--- src/rtl/rs_issue_scheduler_pkg.sv ---
// Shared types for the reservation station: the renamed op from dispatch and the
// stored RS entry, which is that op plus its operand-ready flags.
package rs_issue_scheduler_pkg;

    localparam int RS_ENTRIES = 8;
    localparam int RS_PTAG_W  = 6;
    localparam logic [RS_PTAG_W-1:0] PTAG_ZERO = 6'd0;

    typedef enum logic [3:0] {
        ALU_ADD, ALU_SUB, ALU_AND, ALU_OR, ALU_XOR, ALU_SLL,
        ALU_SRL, ALU_SRA, ALU_SLT, ALU_SLTU, ALU_LUI
    } alu_op_t;

    typedef struct packed {
        logic [31:0]          pc;
        logic [31:0]          imm;
        alu_op_t              alu_op;
        logic                 alu_src;
        logic                 mem_read;
        logic                 mem_write;
        logic [RS_PTAG_W-1:0] rs1_p;
        logic [RS_PTAG_W-1:0] rs2_p;
        logic [RS_PTAG_W-1:0] rd_p;
        logic [3:0]           rob_tag;
    } rs_issue_packet_t;

    typedef struct packed {
        rs_issue_packet_t pkt;
        logic             src1_ready;
        logic             src2_ready;
    } rs_entry_t;

endpackage

--- src/rtl/rs_issue_scheduler_age.sv ---
// Age matrix: older_q[i][j] = 1 means slot i was allocated before slot j.
// Produces a one-hot grant for the oldest requesting slot.
module rs_issue_scheduler_age #(
    parameter int N = 8
) (
    input  logic                 clk,
    input  logic                 rst_n,
    input  logic                 clear_i,
    input  logic                 alloc_i,
    input  logic [$clog2(N)-1:0] alloc_idx_i,
    input  logic                 free_i,
    input  logic [$clog2(N)-1:0] free_idx_i,
    input  logic [N-1:0]         live_i,
    input  logic [N-1:0]         req_i,
    output logic [N-1:0]         grant_o
);

    logic [N-1:0] older_q [N];
    logic [N-1:0] older_d [N];

    always_comb begin
        older_d = older_q;
        if (free_i) begin
            for (int k = 0; k < N; k++) begin
                older_d[free_idx_i][k] = 1'b0;
                older_d[k][free_idx_i] = 1'b0;
            end
        end
        // A new slot is younger than everything still live after this edge.
        if (alloc_i) begin
            for (int k = 0; k < N; k++) begin
                older_d[k][alloc_idx_i] = live_i[k];
                older_d[alloc_idx_i][k] = 1'b0;
            end
        end
        if (clear_i) begin
            for (int k = 0; k < N; k++) older_d[k] = '0;
        end
    end

    always_ff @(posedge clk) begin
        if (!rst_n) begin
            for (int k = 0; k < N; k++) older_q[k] <= '0;
        end else begin
            older_q <= older_d;
        end
    end

    always_comb begin
        grant_o = '0;
        for (int i = 0; i < N; i++) begin
            logic blocked;
            blocked = 1'b0;
            for (int j = 0; j < N; j++) begin
                if (req_i[j] && older_q[j][i]) blocked = 1'b1;
            end
            grant_o[i] = req_i[i] && !blocked;
        end
    end

endmodule

--- src/rtl/rs_issue_scheduler.sv ---
// Reservation station for one FU: buffers renamed ops, wakes operands from the CDB
// and issues the oldest fully-ready entry over a valid/ready handshake.
module rs_issue_scheduler
    import rs_issue_scheduler_pkg::*;
#(
    parameter int N_ENTRIES = RS_ENTRIES,
    parameter int PTAG_W    = RS_PTAG_W
) (
    input  logic                         clk,
    input  logic                         rst_n,
    input  logic                         flush,
    input  logic                         disp_valid,
    output logic                         disp_ready,
    input  rs_issue_packet_t             disp_pkt,
    input  logic                         disp_src1_rdy,
    input  logic                         disp_src2_rdy,
    input  logic                         cdb_valid,
    input  logic [PTAG_W-1:0]            cdb_tag,
    output logic                         issue_valid,
    input  logic                         issue_ready,
    output rs_entry_t                    issue_entry,
    output logic [$clog2(N_ENTRIES):0]   free_count
);

    localparam int IDX_W = $clog2(N_ENTRIES);
    localparam int CNT_W = IDX_W + 1;

    logic [N_ENTRIES-1:0] valid_q, valid_d;
    rs_entry_t            entries_q [N_ENTRIES];
    rs_entry_t            entries_d [N_ENTRIES];

    logic [N_ENTRIES-1:0] cand, grant, live;
    logic [IDX_W-1:0]     alloc_idx, sel_idx;
    logic                 disp_fire, issue_fire;

    function automatic logic [CNT_W-1:0] popcount(input logic [N_ENTRIES-1:0] v);
        logic [CNT_W-1:0] cnt;
        cnt = '0;
        for (int i = 0; i < N_ENTRIES; i++) cnt = cnt + CNT_W'(v[i]);
        return cnt;
    endfunction

    function automatic logic [IDX_W-1:0] lowest_set(input logic [N_ENTRIES-1:0] v);
        logic [IDX_W-1:0] idx;
        idx = '0;
        for (int i = N_ENTRIES - 1; i >= 0; i--) begin
            if (v[i]) idx = IDX_W'(i);
        end
        return idx;
    endfunction

    function automatic logic [IDX_W-1:0] onehot_to_idx(input logic [N_ENTRIES-1:0] v);
        logic [IDX_W-1:0] idx;
        idx = '0;
        for (int i = 0; i < N_ENTRIES; i++) begin
            if (v[i]) idx = idx | IDX_W'(i);
        end
        return idx;
    endfunction

    always_comb begin
        free_count = CNT_W'(N_ENTRIES) - popcount(valid_q);
        disp_ready = |(~valid_q);
        alloc_idx  = lowest_set(~valid_q);
        disp_fire  = disp_valid && disp_ready && !flush;

        for (int i = 0; i < N_ENTRIES; i++) begin
            cand[i] = valid_q[i] && entries_q[i].src1_ready && entries_q[i].src2_ready;
        end
        issue_valid = |cand;
        sel_idx     = onehot_to_idx(grant);
        issue_entry = entries_q[sel_idx];
        issue_fire  = issue_valid && issue_ready && !flush;

        live = valid_q;
        if (issue_fire) live = live & ~grant;
    end

    rs_issue_scheduler_age #(.N(N_ENTRIES)) u_age (
        .clk         (clk),
        .rst_n       (rst_n),
        .clear_i     (flush),
        .alloc_i     (disp_fire),
        .alloc_idx_i (alloc_idx),
        .free_i      (issue_fire),
        .free_idx_i  (sel_idx),
        .live_i      (live),
        .req_i       (cand),
        .grant_o     (grant)
    );

    always_comb begin
        valid_d   = valid_q;
        entries_d = entries_q;
        for (int i = 0; i < N_ENTRIES; i++) begin
            if (valid_q[i] && cdb_valid) begin
                if (cdb_tag == entries_q[i].pkt.rs1_p) entries_d[i].src1_ready = 1'b1;
                if (cdb_tag == entries_q[i].pkt.rs2_p) entries_d[i].src2_ready = 1'b1;
            end
        end
        if (issue_fire) valid_d[sel_idx] = 1'b0;
        // Ready flags captured at dispatch also see a same-cycle CDB broadcast.
        if (disp_fire) begin
            valid_d[alloc_idx]            = 1'b1;
            entries_d[alloc_idx].pkt      = disp_pkt;
            entries_d[alloc_idx].src1_ready = disp_src1_rdy || (disp_pkt.rs1_p == PTAG_ZERO) ||
                                              (cdb_valid && cdb_tag == disp_pkt.rs1_p);
            entries_d[alloc_idx].src2_ready = disp_src2_rdy || disp_pkt.alu_src ||
                                              (disp_pkt.rs2_p == PTAG_ZERO) ||
                                              (cdb_valid && cdb_tag == disp_pkt.rs2_p);
        end
        if (flush) valid_d = '0;
    end

    always_ff @(posedge clk) begin
        if (!rst_n) valid_q <= '0;
        else        valid_q <= valid_d;
    end

    always_ff @(posedge clk) begin
        entries_q <= entries_d;
    end

    always_ff @(posedge clk) begin
        if (rst_n) begin
            assert (!(disp_fire && valid_q[alloc_idx]));
            assert (free_count <= CNT_W'(N_ENTRIES));
        end
    end

endmodule

--- config.mk ---
export PLATFORM = sky130hd
export DESIGN_NAME = rs_issue_scheduler
export DESIGN_NICKNAME = d
export VERILOG_FILES = /design/src/rtl/rs_issue_scheduler_pkg.sv /design/src/rtl/rs_issue_scheduler_age.sv /design/src/rtl/rs_issue_scheduler.sv
export SDC_FILE = /design/constraint.sdc
export NUM_CORES = 2
export LEC_CHECK = 0
export ABC_CLOCK_PERIOD_IN_PS = 5150
export BUFFER_PORTS_ARGS = -buffer_cell sky130_fd_sc_hd__buf_2
export CORE_MARGIN = 8
export CORE_UTILIZATION = 54
export DETAILED_ROUTE_END_ITERATION = 10
export GPL_TIMING_DRIVEN = 1
export PLACE_DENSITY_LB_ADDON = 0.25
export SYNTH_ARGS = -nofsm -noshare
export SYNTH_HDL_FRONTEND = slang
export SYNTH_SLANG_ARGS = --single-unit
export TNS_END_PERCENT = 100
--- constraint.sdc ---
create_clock -name clk -period 5.15 [get_ports clk]
set_clock_uncertainty 0.15 [all_clocks]
set_input_delay 0.515 -clock clk [delete_from_list [all_inputs] [get_ports clk]]
set_output_delay 0.515 -clock clk [all_outputs]
set_load 0.02 [all_outputs]
==> results_dict.tcl <==
set metrics [dict create \
    drt-pass1-iter-count 9 \
    die_x_um 261 \
    yosys-top-cells-area "edfxtp_1 (69%), dfxtp_1 (5.4%), a22oi_1 (3.5%)" \
    via_count 21400 \
    drv_cap 0 \
    p_leak_nw 12.3 \
    grtUsageTotal_pct 26.6 \
    synth-edff-count 744 \
    drive_gt1_share_pct 17.3 \
    setup_viol 0 \
    yosysTopAreaCell "edfxtp_1" \
    start_util_pct 54.8 \
    antenna_found_initial 10 \
    drt-initial-drc-count 2829 \
    fmax_mhz 202 \
    power_switching_share_pct 20.4 \
    pwr-share-clk_pct 42.5 \
    critical_path_class "register to output port" \
    hold_class "primary input to register" \
    slew_violations 0 \
    endpoint_kind "output port" \
    clock_path_buffers 3 \
    synthCells 2140 \
    tns_ns 0 \
    run_status "complete, no violations" \
    root_buffer "clkbuf_16" \
    whs_ns 0.0236 \
    drt-vias-per-instance 6.58 \
    drtAntennaViolNets 0 \
    synth_flop_cell "edfxtp_1" \
    coreArea_um2 59100 \
    powerDensity_nw_per_um2 363 \
    synth_seq_cells 832 \
    hold_viol_final 0 \
    worstMarginPinSlew_ns 1.19 \
    yosysWarnings 0 \
    p_int_w 0.0109 \
    r2r_start "valid_q[0]" \
    synth_nets 2256 \
    arrival_ns 4.28 \
    synth.top_cell.area_share_pct 69.0 \
    drc_errors 0 \
    min_period_ns 4.95 \
    die_area_um2 68100 \
    numCtsBuffers 83 \
    cts.reportedPaths.clkPinSlew_ns 0.06 \
    netSwitchingPower_w 0.00279 \
    areaGrowthSynthToFinish_pct 16.3 \
    fillers 4254 \
    clock-sinks 832 \
    cp.required_ns 4.49 \
    yosys-top-cells-count "edfxtp_1 (744), nand2_1 (234), a22oi_1 (150)" \
    fin_crit_sh_pct 96.0 \
    cts_tree "done" \
    min_from "disp_pkt[57]" \
    num_rows 89 \
    ys_types 72 \
    ys_seq_area_share_pct 74.4 \
    grt_pass1_wl_um 135000 \
    io_buffer_count 207 \
    io_pins 208 \
    grt_overflow 0 \
    grt_pass1_vias 21000 \
    path_max_fanout 78 \
    htreeDepth 3 \
    synth-async-reset-ratio_pct 0 \
    p_seq_share_pct 54.3 \
    vdd_drop_max_uv 262 \
    maxSlewHeadroom_pct 20.8 \
    wirelength_um 92400 \
    syn_area_um2 32400 \
    rsz0062_at_grt "no" \
    wl_per_cell_um 28.5 \
    startpoint_type "register" \
    die-height_um 261 \
    cp-startpoint "entries_q[190]" \
    post-synth-top-count-cell "edfxtp_1" \
    insertion_delay_ns 0.63 \
    dp.final_hpwl_um 54300 \
    finalNetCount 2517 \
    comb_power_share_pct 3.3 \
    place_congestion 0.959 \
    grt_max_degree 96 \
    avgSynthCellArea_um2 15.1 \
]
path summary, 6_finish.rpt:
check                      endpoint  slack, ns  cells after the start
setup reg to reg  u_age.older_q[59]       1.00                      9
hold reg to reg   u_age.older_q[21]       0.30                      2
setup / recovery    issue_entry[92]       0.20                      9
hold / removal             register       0.02                      1
critical path: stages, from the launching register on:
cell,delay (ns)
dfxtp_1,0.44
and3_1,0.55
a22oi_1,0.17
and4_1,0.33
or4_1,0.81
nor3b_4,0.32
buf_12,0.42
a222oi_1,0.17
nand3_1,0.20
buf_2,0.20
timing repair:
action                                 in CTS  in global routing
setup endpoints to repair                   0                  4
endpoints found under the hold margin     294                  0
setup buffers                               0                  0
hold buffers                               40                  0
gates resized for setup                     0                  2
final cells by class:
cell class,instances,area (µm²),share of cell area [%]
Multi-Input combinational cell,1131,7570,20.1
Tap cell,773,967,2.57
Clock inverter,47,377,1.00
Inverter,33,144,0.382
Timing Repair Buffer,320,2260,6.00
Antenna cell,6,15.0,0.0399
Sequential cell,832,24100,64.0
Clock buffer,105,2230,5.93
placed cells by master, fill, tap and decap left out, drive strengths merged, types with 5 or more instances in the layout:
cell	count
a211oi	5
a21oi	102
a222oi	95
a22o	9
a22oi	150
a31oi	11
a32o	7
a32oi	13
and3	17
buf	280
bufinv	5
clkbuf	105
clkinv	36
dfxtp	88
diode	6
dlygate4sd3	40
edfxtp	744
ha	5
inv	37
nand2	234
nand3	36
nand4	71
nand4b	50
nor2	41
nor3	33
nor4	25
o2111ai	7
o21ai	16
o22ai	6
o41ai	5
or4	24
xor2	103
per-layer routing:
metal / vias to the layer above / GRT usage (%) / part of all wire (%)
met5: - / 0 / 0.044
met3: 186 / 5.75 / 11
met4: 6 / 8.89 / 2.5
li1: 9144 / - / -
met1: 10700 / 37.0 / 39
met2: 1341 / 41.8 / 47
power by group through the flow:
stage | Sequential [W] | Combinational (W) | Clock, W
4_1_cts | 0.00742 | 0.000441 | 0.00585
6_report | 0.00742 | 0.000446 | 0.00580
3_5_place_dp | 0.00756 | 0.000414 | 0
2_1_floorplan | 0.00756 | 0.000198 | 0
5_1_grt | 0.00742 | 0.000475 | 0.00611
3_3_place_gp | 0.00756 | 0.000403 | 0
stage by stage:
step	total power, W	setup slack [ns]	cell area [µm²]	util [%]	instances
2_1_floorplan	0.00776	0.0868	32400	-	2140
3_3_place_gp	0.00796	0.813	34600	58.6	3049
3_5_place_dp	0.00797	0.765	34600	58.6	3049
4_1_cts	0.0137	0.0771	37600	63.7	3241
5_1_grt	0.0140	0.0824	37700	63.7	3245
6_report	0.0137	0.204	37700	63.7	3247
cells by family after synthesis:
family                   count (synthesis)  share of synthesized area, %
adder cells (fa/ha/maj)                  9                         0.440
flip-flops                             832                          74.4
XOR/XNOR                               107                          2.89
AND/OR/NAND/NOR                        558                          9.16
AO/OA/AOI/OAI                          457                          10.6
buffers and inverters                  177                          2.46
No activity file was read; power rests on OpenSTA's default activity.
